### src/rtl/cpu6_bus_interface_pkg.sv
// Shared CPU6 bus definitions: FSM state encoding, default strobe timeout and
// the read-data value returned when an access times out.
package cpu6_bus_interface_pkg;

    typedef enum logic [1:0] {
        ST_IDLE   = 2'd0,
        ST_SETUP  = 2'd1,
        ST_STROBE = 2'd2,
        ST_HOLD   = 2'd3
    } bus_state_e;

    localparam int         DEFAULT_TIMEOUT_CYCLES = 16;
    localparam logic [7:0] RDATA_ERROR            = 8'hFF;

endpackage

### src/rtl/cpu6_bus_interface.sv
// CPU6 external bus interface: turns a single CPU access request into an
// IDLE/SETUP/STROBE/HOLD bus cycle with wait states, ready extension and timeout.
module cpu6_bus_interface
    import cpu6_bus_interface_pkg::*;
#(
    parameter int TIMEOUT_CYCLES = DEFAULT_TIMEOUT_CYCLES
) (
    input  logic        clock,
    input  logic        reset,
    input  logic        req,
    input  logic        we,
    input  logic        addr_load,
    input  logic [15:0] addr_in,
    input  logic        addr_inc,
    input  logic [7:0]  wdata,
    input  logic [1:0]  wait_states,
    output logic        busy,
    output logic        done,
    output logic        bus_error,
    output logic [7:0]  rdata,
    output logic [15:0] mem_addr,
    output logic [7:0]  mem_data_out,
    output logic        mem_data_oe,
    input  logic [7:0]  mem_data_in,
    output logic        mem_rd,
    output logic        mem_wr,
    input  logic        mem_ready,
    output bus_state_e  state_dbg
);

    // Handshake: req is a request-valid that is only accepted in IDLE (busy=0);
    // one accepted req always yields exactly one done pulse unless reset
    // intervenes. There is no ready/backpressure on req: while busy it is dropped.
    localparam int CW = $clog2(TIMEOUT_CYCLES + 1);

    bus_state_e    state;
    logic [15:0]   mar;
    logic          we_q;
    logic          inc_q;
    logic [1:0]    ws_q;
    logic [CW-1:0] strobe_cnt;
    logic          min_met;
    logic          timeout_hit;

    // strobe_cnt holds the number of STROBE cycles already completed before
    // the current one, so the edge ending this cycle completes strobe_cnt+1.
    assign min_met     = strobe_cnt >= CW'(ws_q);
    assign timeout_hit = strobe_cnt == CW'(TIMEOUT_CYCLES - 1);

    assign mem_addr  = mar;
    assign state_dbg = state;

    always_ff @(posedge clock or negedge reset) begin
        if (!reset) begin
            state        <= ST_IDLE;
            mar          <= 16'h0000;
            rdata        <= 8'h00;
            mem_data_out <= 8'h00;
            we_q         <= 1'b0;
            inc_q        <= 1'b0;
            ws_q         <= 2'd0;
            strobe_cnt   <= '0;
            busy         <= 1'b0;
            done         <= 1'b0;
            bus_error    <= 1'b0;
            mem_rd       <= 1'b0;
            mem_wr       <= 1'b0;
            mem_data_oe  <= 1'b0;
        end else begin
            case (state)
                ST_IDLE: begin
                    if (addr_load) begin
                        mar <= addr_in;
                    end
                    if (req) begin
                        state        <= ST_SETUP;
                        we_q         <= we;
                        inc_q        <= addr_inc;
                        mem_data_out <= wdata;
                        ws_q         <= wait_states;
                        strobe_cnt   <= '0;
                        busy         <= 1'b1;
                        mem_data_oe  <= we;
                    end
                end
                ST_SETUP: begin
                    state  <= ST_STROBE;
                    mem_rd <= ~we_q;
                    mem_wr <= we_q;
                end
                ST_STROBE: begin
                    // A ready device wins over timeout on the final allowed cycle.
                    if (min_met && mem_ready) begin
                        state  <= ST_HOLD;
                        mem_rd <= 1'b0;
                        mem_wr <= 1'b0;
                        done   <= 1'b1;
                        if (!we_q) begin
                            rdata <= mem_data_in;
                        end
                    end else if (timeout_hit) begin
                        state     <= ST_HOLD;
                        mem_rd    <= 1'b0;
                        mem_wr    <= 1'b0;
                        done      <= 1'b1;
                        bus_error <= 1'b1;
                        if (!we_q) begin
                            rdata <= RDATA_ERROR;
                        end
                    end else begin
                        strobe_cnt <= strobe_cnt + CW'(1);
                    end
                end
                ST_HOLD: begin
                    state       <= ST_IDLE;
                    done        <= 1'b0;
                    bus_error   <= 1'b0;
                    busy        <= 1'b0;
                    mem_data_oe <= 1'b0;
                    if (inc_q) begin
                        mar <= mar + 16'd1;
                    end
                end
                default: begin
                    state <= ST_IDLE;
                end
            endcase
        end
    end

endmodule

### config.mk
export PLATFORM = sky130hd
export DESIGN_NAME = cpu6_bus_interface
export DESIGN_NICKNAME = d
export VERILOG_FILES = /design/src/rtl/cpu6_bus_interface_pkg.sv /design/src/rtl/cpu6_bus_interface.sv
export SDC_FILE = /design/constraint.sdc
export NUM_CORES = 1
export LEC_CHECK = 0
export CAP_MARGIN = 20
export CORE_MARGIN = 2
export CORE_UTILIZATION = 50
export CTS_CLUSTER_DIAMETER = 30
export DETAILED_ROUTE_END_ITERATION = 8
export DONT_BUFFER_PORTS = 1
export HOLD_SLACK_MARGIN = 0.12
export SYNTH_ARGS = -nofsm -noshare
export SYNTH_HDL_FRONTEND = slang
export SYNTH_SLANG_ARGS = --single-unit
### constraint.sdc
create_clock -name clock -period 2.3 [get_ports clock]
set_clock_uncertainty 0.2 [all_clocks]
set_input_delay 0.23 -clock clock [delete_from_list [all_inputs] [get_ports clock]]
set_output_delay 0.23 -clock clock [all_outputs]
set_load 0.005 [all_outputs]
==> flow_summary.ini, run 1 <==
[run_status]
run_status = finished clean

[synthesis]
synthCells = 265
synthXorXnorAreaFrac_pct = 0
mappedNetlistArea_um2 = 2630
synth_top_family_by_area = simple AND/OR/NAND/NOR gates
syn-num-nets = 315
avgSynthCellArea_um2 = 9.92
async_flop_share_pct = 100
synth.ff_latch_count = 49
synth_cell_types = 45
synth_enable_flop_cells = 0
post_synth_and_or_nand_nor_area_fraction_pct = 19.8
synth_compound_gate_area_share_pct = 17.6
synthesis_warning_total = 0
synth_adder_area_share_pct = 4.29
ys_dominant_reg_cell = sky130_fd_sc_hd__dfrtp_1
post_synth_mux_area_share_pct = 7.81
synth-seq-area-share_pct = 46.7

[floorplanning]
placeableCoreArea_um2 = 5070
die_w_um = 76.5
dieHeight_um = 76.5
fp-row-count = 26
pin_count = 81
die-area_um2 = 5850
initial_cell_density_of_the_core_pct = 51.8

[routing]
drt_wl_total_um = 6650
drt_drc_violations_left = 0
detail_route.first_pass.iterations = 4
drt_iter0_drc = 98
via_per_inst = 6.01
final_routed_wire_length_divided_by_cell_count_um = 17.3
ant_nets = 0
overall_via_count_from_detail_route = 2306

[sta]
min_period_over_period_pct = 93.9
timing.final.hold_violations = 0
post-route-worst-setup-slack_ps = 140
fin_crit_ps = 2160
hold_slack_ps = 171
grt_setup_unrepaired = no
setup_violations = 0
worst_slew_margin_rel_pct = 67.1
tns_ps = 0
max_slew.worst_pin.slew_ps = 492
timing.fmax_mhz = 463
slew_viol_final = 0

[placed_design]
pre_cts_slack_ps = 99.3
hpwlAfterDp_um = 4460
gp_routability_congestion = 0.846
placement.cell_area_um2 = 2750
place.port_buffers = 0

[cts]
cts_htree_levels = 2
clkSlewWorstSetupHoldPaths_ps = 110
worst_skew_pair.late_latency_ps = 310
clock_tree_from_tritoncts = yes
cts-root-buf = sky130_fd_sc_hd__clkbuf_8
cts-buffers-inserted = 5
cts_num_sinks = 49
clockBufferDepth = 2

[power_and_ir_drop]
power.share.combinational_pct = 48.4
total_switching_power_uw = 2060
pwr_density_cell_nw_per_um2 = 1390
seq_power_share_pct = 39.3
pwr-share-clk_pct = 12.2
power.static_leakage_uw = 0.00136
switching_share_pct = 45.1
vdd_drop_max_mv = 0.647
internal_power_uw = 2510

[global_route]
global_route.usage.total_pct = 24.0
antenna_found_initial = 0
first_global_vias = 2315
first_pass_grt_wire_length_um = 11200
grt_start_max_net_pins = 50
grt_remaining_overflow = 0

[finish]
design.final.nets = 363
final_cell_mix = sky130_fd_sc_hd__dfrtp_1, sky130_fd_sc_hd__dlygate4sd3_1, sky130_fd_sc_hd__nand2_1, sky130_fd_sc_hd__a21oi_1, sky130_fd_sc_hd__inv_1
diodes = 0
n_fill_cell = 445
final_common_cell = sky130_fd_sc_hd__dfrtp_1
layout.cell_area.non_filler_um2 = 3280
drive_above_1_share_pct = 13.7
fin_util_pct = 64.7
area_growth_syn_to_layout_pct = 25.0

[flow_run]
drv_cap = 0

[worst_setup_path]
r2r_slack_ps = 140
crit_start = strobe_cnt[1]
worst_flop_to_flop_path_startpoint = strobe_cnt[1]
critPathArrivalTime_ps = 2170
ff2ff_path_depth = 7
reg2reg_to = state_dbg[0]
worst_ep_required_time_ps = 2310
worst_setup_path_endpoint = state_dbg[0]
capturing_element_type_of_the_critical_path = flop
setup.worst_path.start_class = flop
path_class = reg2reg
crit_fanout = 9

[worst_hold_path]
holdCritPathClass = in2reg
holdPathStages = 3
[sequential cells by signal, summed over array words and instances, names as in the netlist]
signal / count
done: 1
busy: 1
we_q: 1
bus_error: 1
ws_q: 2
rdata: 8
strobe_cnt: 5
inc_q: 1
state_dbg: 2
mem_rd: 1
mem_wr: 1
mem_data_out: 8
mem_addr: 16
mem_data_oe: 1
[logic make-up after synthesis]
family	count (synthesis)
buf+inv	26
fa+ha+maj	9
flops	49
compound gates	67
mux	19
simple gates	95
[power by group through the flow]
stage          logic, uW  clock network [uW]  registers, uW
4_1_cts             2180                 577           1790
3_3_place_gp        2040                   0           1800
2_1_floorplan       1580                   0           1660
3_5_place_dp        2090                   0           1810
5_1_grt             2500                 607           1880
6_report            2210                 560           1800
[layout make-up]
class | instances | area [um2] | area share [%]
clock inverters | 3 | 28.8 | 0.877
flip-flops and latches | 49 | 1230 | 37.4
repair buffers | 52 | 508 | 15.5
well taps | 70 | 87.6 | 2.67
inverters | 15 | 56.3 | 1.71
clock buffers | 5 | 68.8 | 2.10
multi-input cells | 190 | 1310 | 39.8
[stage by stage]
stage | instances | power (uW)
detailed placement | 335 | 3900
finish | 384 | 4570
global route | 384 | 5000
CTS | 383 | 4550
global placement | 335 | 3840
floorplan | 265 | 3250
[Yosys cell counts (2+ instances only)]
cell type / number / area [um2]
sky130_fd_sc_hd__nand2_1: 25 / 93.8
sky130_fd_sc_hd__nand4_1: 10 / 62.6
sky130_fd_sc_hd__a22oi_1: 6 / 45.0
sky130_fd_sc_hd__o211ai_1: 6 / 45.0
sky130_fd_sc_hd__or4_1: 2 / 15.0
sky130_fd_sc_hd__mux2i_1: 7 / 70.1
sky130_fd_sc_hd__nor4_1: 3 / 18.8
sky130_fd_sc_hd__nand2b_1: 3 / 18.8
sky130_fd_sc_hd__dfrtp_1: 49 / 1230
sky130_fd_sc_hd__o22a_1: 8 / 70.1
sky130_fd_sc_hd__o221ai_1: 2 / 17.5
sky130_fd_sc_hd__nor2_1: 10 / 37.5
sky130_fd_sc_hd__and3_1: 4 / 25.0
sky130_fd_sc_hd__a21oi_1: 17 / 85.1
sky130_fd_sc_hd__and2_1: 3 / 18.8
sky130_fd_sc_hd__ha_1: 9 / 113
sky130_fd_sc_hd__mux2_2: 12 / 135
sky130_fd_sc_hd__nand3_1: 14 / 70.1
sky130_fd_sc_hd__o22ai_1: 4 / 25.0
sky130_fd_sc_hd__and4_1: 4 / 35.0
sky130_fd_sc_hd__clkbuf_1: 8 / 30.0
sky130_fd_sc_hd__nand4b_1: 4 / 35.0
sky130_fd_sc_hd__and3_2: 2 / 15.0
sky130_fd_sc_hd__o21ai_0: 12 / 60.1
sky130_fd_sc_hd__buf_2: 3 / 15.0
sky130_fd_sc_hd__inv_1: 15 / 56.3
sky130_fd_sc_hd__nor3_1: 5 / 25.0
[routing by layer]
layer	GRT usage (%)	vias to the layer above	part of all wire, %
met4	9.64	0	1.5
met1	32.6	1140	47
li1	-	1087	-
met5	0	-	0
met3	5.81	7	5.2
met2	37.2	72	47
[what timing repair did]
action	in CTS	in global routing
hold buffers	40	0
endpoints found under the hold margin	90	0
endpoints found under the setup margin	0	10
resized for setup	0	3
buffers inserted	0	1
[critical path, cell delays in order (launching register included)]
cell,delay (ps)
sky130_fd_sc_hd__dfrtp_1,440
sky130_fd_sc_hd__ha_1,230
sky130_fd_sc_hd__and3_2,220
sky130_fd_sc_hd__ha_1,190
sky130_fd_sc_hd__inv_1,110
sky130_fd_sc_hd__o211a_2,330
sky130_fd_sc_hd__a21oi_1,140
sky130_fd_sc_hd__o21a_1,200
[worst min path at each step]
stage               startpoint       endpoint  slack, ps
floorplan                reset      bus_error       -270
finish                     req  strobe_cnt[0]        170
CTS                  mem_ready  strobe_cnt[3]        130
global route               req  strobe_cnt[0]        210
detailed placement       reset  strobe_cnt[4]       -260
global placement         reset      bus_error       -260
No activity file was read; power rests on OpenSTA's default activity.
==> run 2: changes to the inputs <==
--- a/config.mk
+++ b/config.mk
@@ -5,6 +5,7 @@
 export SDC_FILE = /design/constraint.sdc
 export NUM_CORES = 1
 export LEC_CHECK = 0
+export ABC_AREA = 1
 export CAP_MARGIN = 20
 export CORE_MARGIN = 2
 export CORE_UTILIZATION = 50
==> flow_summary.ini, run 2 <==
[placed_design]
placement.cell_area_um2 = 2910
hpwlAfterDp_um = 4700
pre_cts_slack_ps = 285
gp_routability_congestion = 0.866
place.port_buffers = 0

[power_and_ir_drop]
pwr_density_cell_nw_per_um2 = 1290
total_switching_power_uw = 2180
vdd_drop_max_mv = 0.810
seq_power_share_pct = 37.6
total_power_uw = 4530
power.static_leakage_uw = 0.00173
switching_share_pct = 48.1
internal_power_uw = 2350
pwr-share-clk_pct = 10.7
power.share.combinational_pct = 51.7

[finish]
design.final.nets = 477
final_common_cell = sky130_fd_sc_hd__nand2_1
diodes = 0
area_growth_syn_to_layout_pct = 21.9
largest_register_ff_count = 16
final_cell_mix = sky130_fd_sc_hd__nand2_1, sky130_fd_sc_hd__dfrtp_1, sky130_fd_sc_hd__dlygate4sd3_1, sky130_fd_sc_hd__nor2_1, sky130_fd_sc_hd__inv_1
drive_above_1_share_pct = 11.3
layout.cell_area.non_filler_um2 = 3510

[routing]
ant_nets = 0
detail_route.first_pass.iterations = 4
via_per_inst = 5.21
drt_wl_total_um = 7050
drt_drc_violations_left = 0
drt_iter0_drc = 86
overall_via_count_from_detail_route = 2597
final_routed_wire_length_divided_by_cell_count_um = 14.1

[synthesis]
synth_common_cells = sky130_fd_sc_hd__nand2_1, sky130_fd_sc_hd__dfrtp_1, sky130_fd_sc_hd__inv_1, sky130_fd_sc_hd__nor2_1, sky130_fd_sc_hd__nand3_1
synth_cell_types = 31
syn-num-nets = 429
synth_enable_flop_cells = 0
synthesis_warning_total = 0
yosys.cell_count.top_type = sky130_fd_sc_hd__nand2_1
synth.ff_latch_count = 49
async_flop_share_pct = 100
ys_dominant_reg_cell = sky130_fd_sc_hd__dfrtp_1
synth-seq-area-share_pct = 42.6
yosys.area.top_type_share_pct = 42.6
netlist.top_cell.by_area = sky130_fd_sc_hd__dfrtp_1
synthCells = 379
avgSynthCellArea_um2 = 7.60
mappedNetlistArea_um2 = 2880
netlist_top_cells_area = sky130_fd_sc_hd__dfrtp_1, sky130_fd_sc_hd__nand2_1, sky130_fd_sc_hd__inv_1, sky130_fd_sc_hd__nor2_1, sky130_fd_sc_hd__ha_1

[sta]
timing.fmax_mhz = 462
tns_ps = 0
post-route-worst-setup-slack_ps = 137
slew_viol_final = 0
setup_violations = 0
max_slew.worst_pin.slew_ps = 540
timing.final.hold_violations = 0
worst_slew_margin_rel_pct = 64.0
fin_crit_ps = 2160
grt_setup_unrepaired = no
min_period_over_period_pct = 94.0

[floorplanning]
initial_cell_density_of_the_core_pct = 52.0
die_w_um = 79.9
pin_count = 81
placeableCoreArea_um2 = 5540
dieHeight_um = 79.9
die-area_um2 = 6390
fp-row-count = 27

[worst_hold_path]
holdCritPathClass = in2reg

[worst_setup_path]
capturing_element_type_of_the_critical_path = flop
worst_ep_required_time_ps = 2340
worst_flop_to_flop_path_startpoint = strobe_cnt[0]
crit_start = strobe_cnt[0]
ff2ff_path_depth = 8
setup.worst_path.start_class = flop
crit_fanout = 11
path_class = reg2reg
worst_setup_path_endpoint = rdata[0]
reg2reg_to = rdata[0]
critPathArrivalTime_ps = 2200
r2r_slack_ps = 140

[global_route]
first_global_vias = 2493
first_pass_grt_wire_length_um = 11900
grt_start_max_net_pins = 50
global_route.usage.total_pct = 23.5
antenna_found_initial = 0
grt_remaining_overflow = 0

[cts]
clockBufferDepth = 2
clock_tree_from_tritoncts = yes
cts_num_sinks = 49
cts-buffers-inserted = 5
worst_skew_pair.late_latency_ps = 300
clkSlewWorstSetupHoldPaths_ps = 90
cts-root-buf = sky130_fd_sc_hd__clkbuf_8
cts_htree_levels = 2

[flow_run]
drv_cap = 0

[run_status]
run_status = finished clean
[run 2: worst min path at each step]
stage                    from      endpoint  slack (ps)  depth (start not counted)
floorplan               reset     bus_error        -270                          0
global placement        reset  state_dbg[1]        -260                          0
detailed placement      reset  state_dbg[1]        -260                          0
CTS                 addr_load   mem_addr[0]         210                          5
global route        addr_load  mem_addr[13]         240                          5
finish              addr_load  mem_addr[14]         210                          5
[run 2: cell families (layout without fill, tap and decap cells)]
family | after synthesis | after routing | share of synthesized area [%]
simple gates | 224 | 224 | 36.1
buf+inv | 55 | 102 | 8.90
flops | 49 | 49 | 42.6
compound gates | 42 | 42 | 8.51
fa+ha+maj | 9 | 9 | 3.91
[run 2: final cells by class]
class,instances,area [um2]
flip-flops and latches,49,1230
inverters,43,165
clock inverters,1,5.00
multi-input cells,275,1410
well taps,72,90.1
clock buffers,5,68.8
repair buffers,52,538
repair inverters,1,7.51
fillers,496,2030
[run 2: critical path: stages, from the launching register on]
cell and delay (ps):
sky130_fd_sc_hd__dfrtp_2 410, sky130_fd_sc_hd__inv_1 60, sky130_fd_sc_hd__ha_1 280, sky130_fd_sc_hd__o21ai_2 180, sky130_fd_sc_hd__nand2_4 140, sky130_fd_sc_hd__nand3b_1 110
sky130_fd_sc_hd__dlygate4sd3_1 570, sky130_fd_sc_hd__nand3_2 70, sky130_fd_sc_hd__nand2_1 80
[run 2: layer usage]
layer	vias up	track usage, %	wire length, um
met5	-	0	0
met4	0	6.95	116
met3	13	6.11	462
met2	87	38.7	3280
met1	1199	30.3	3190
li1	1298	-	-
[run 2: power groups by stage]
stage | Combinational (uW) | Sequential, uW | Clock (uW)
floorplan | 1810 | 1590 | 0
global placement | 2050 | 1720 | 0
detailed placement | 2080 | 1730 | 0
CTS | 2280 | 1710 | 504
global route | 2710 | 1770 | 522
finish | 2340 | 1710 | 486
[run 2: per-stage QoR]
step / instances / utilization, % / hold WS (ps)
6_report: 498 / 63.4 / 208
5_1_grt: 498 / 63.4 / 238
4_1_cts: 495 / 62.7 / 206
3_5_place_dp: 442 / 52.6 / -265
3_3_place_gp: 442 / 52.6 / -265
2_1_floorplan: 379 / - / -266
[run 2: timing repair]
item,in CTS,in global routing
setup buffers,0,2
hold buffers,47,0
endpoints found under the hold margin,97,0
gates resized for setup,0,7
setup endpoints to repair,0,8
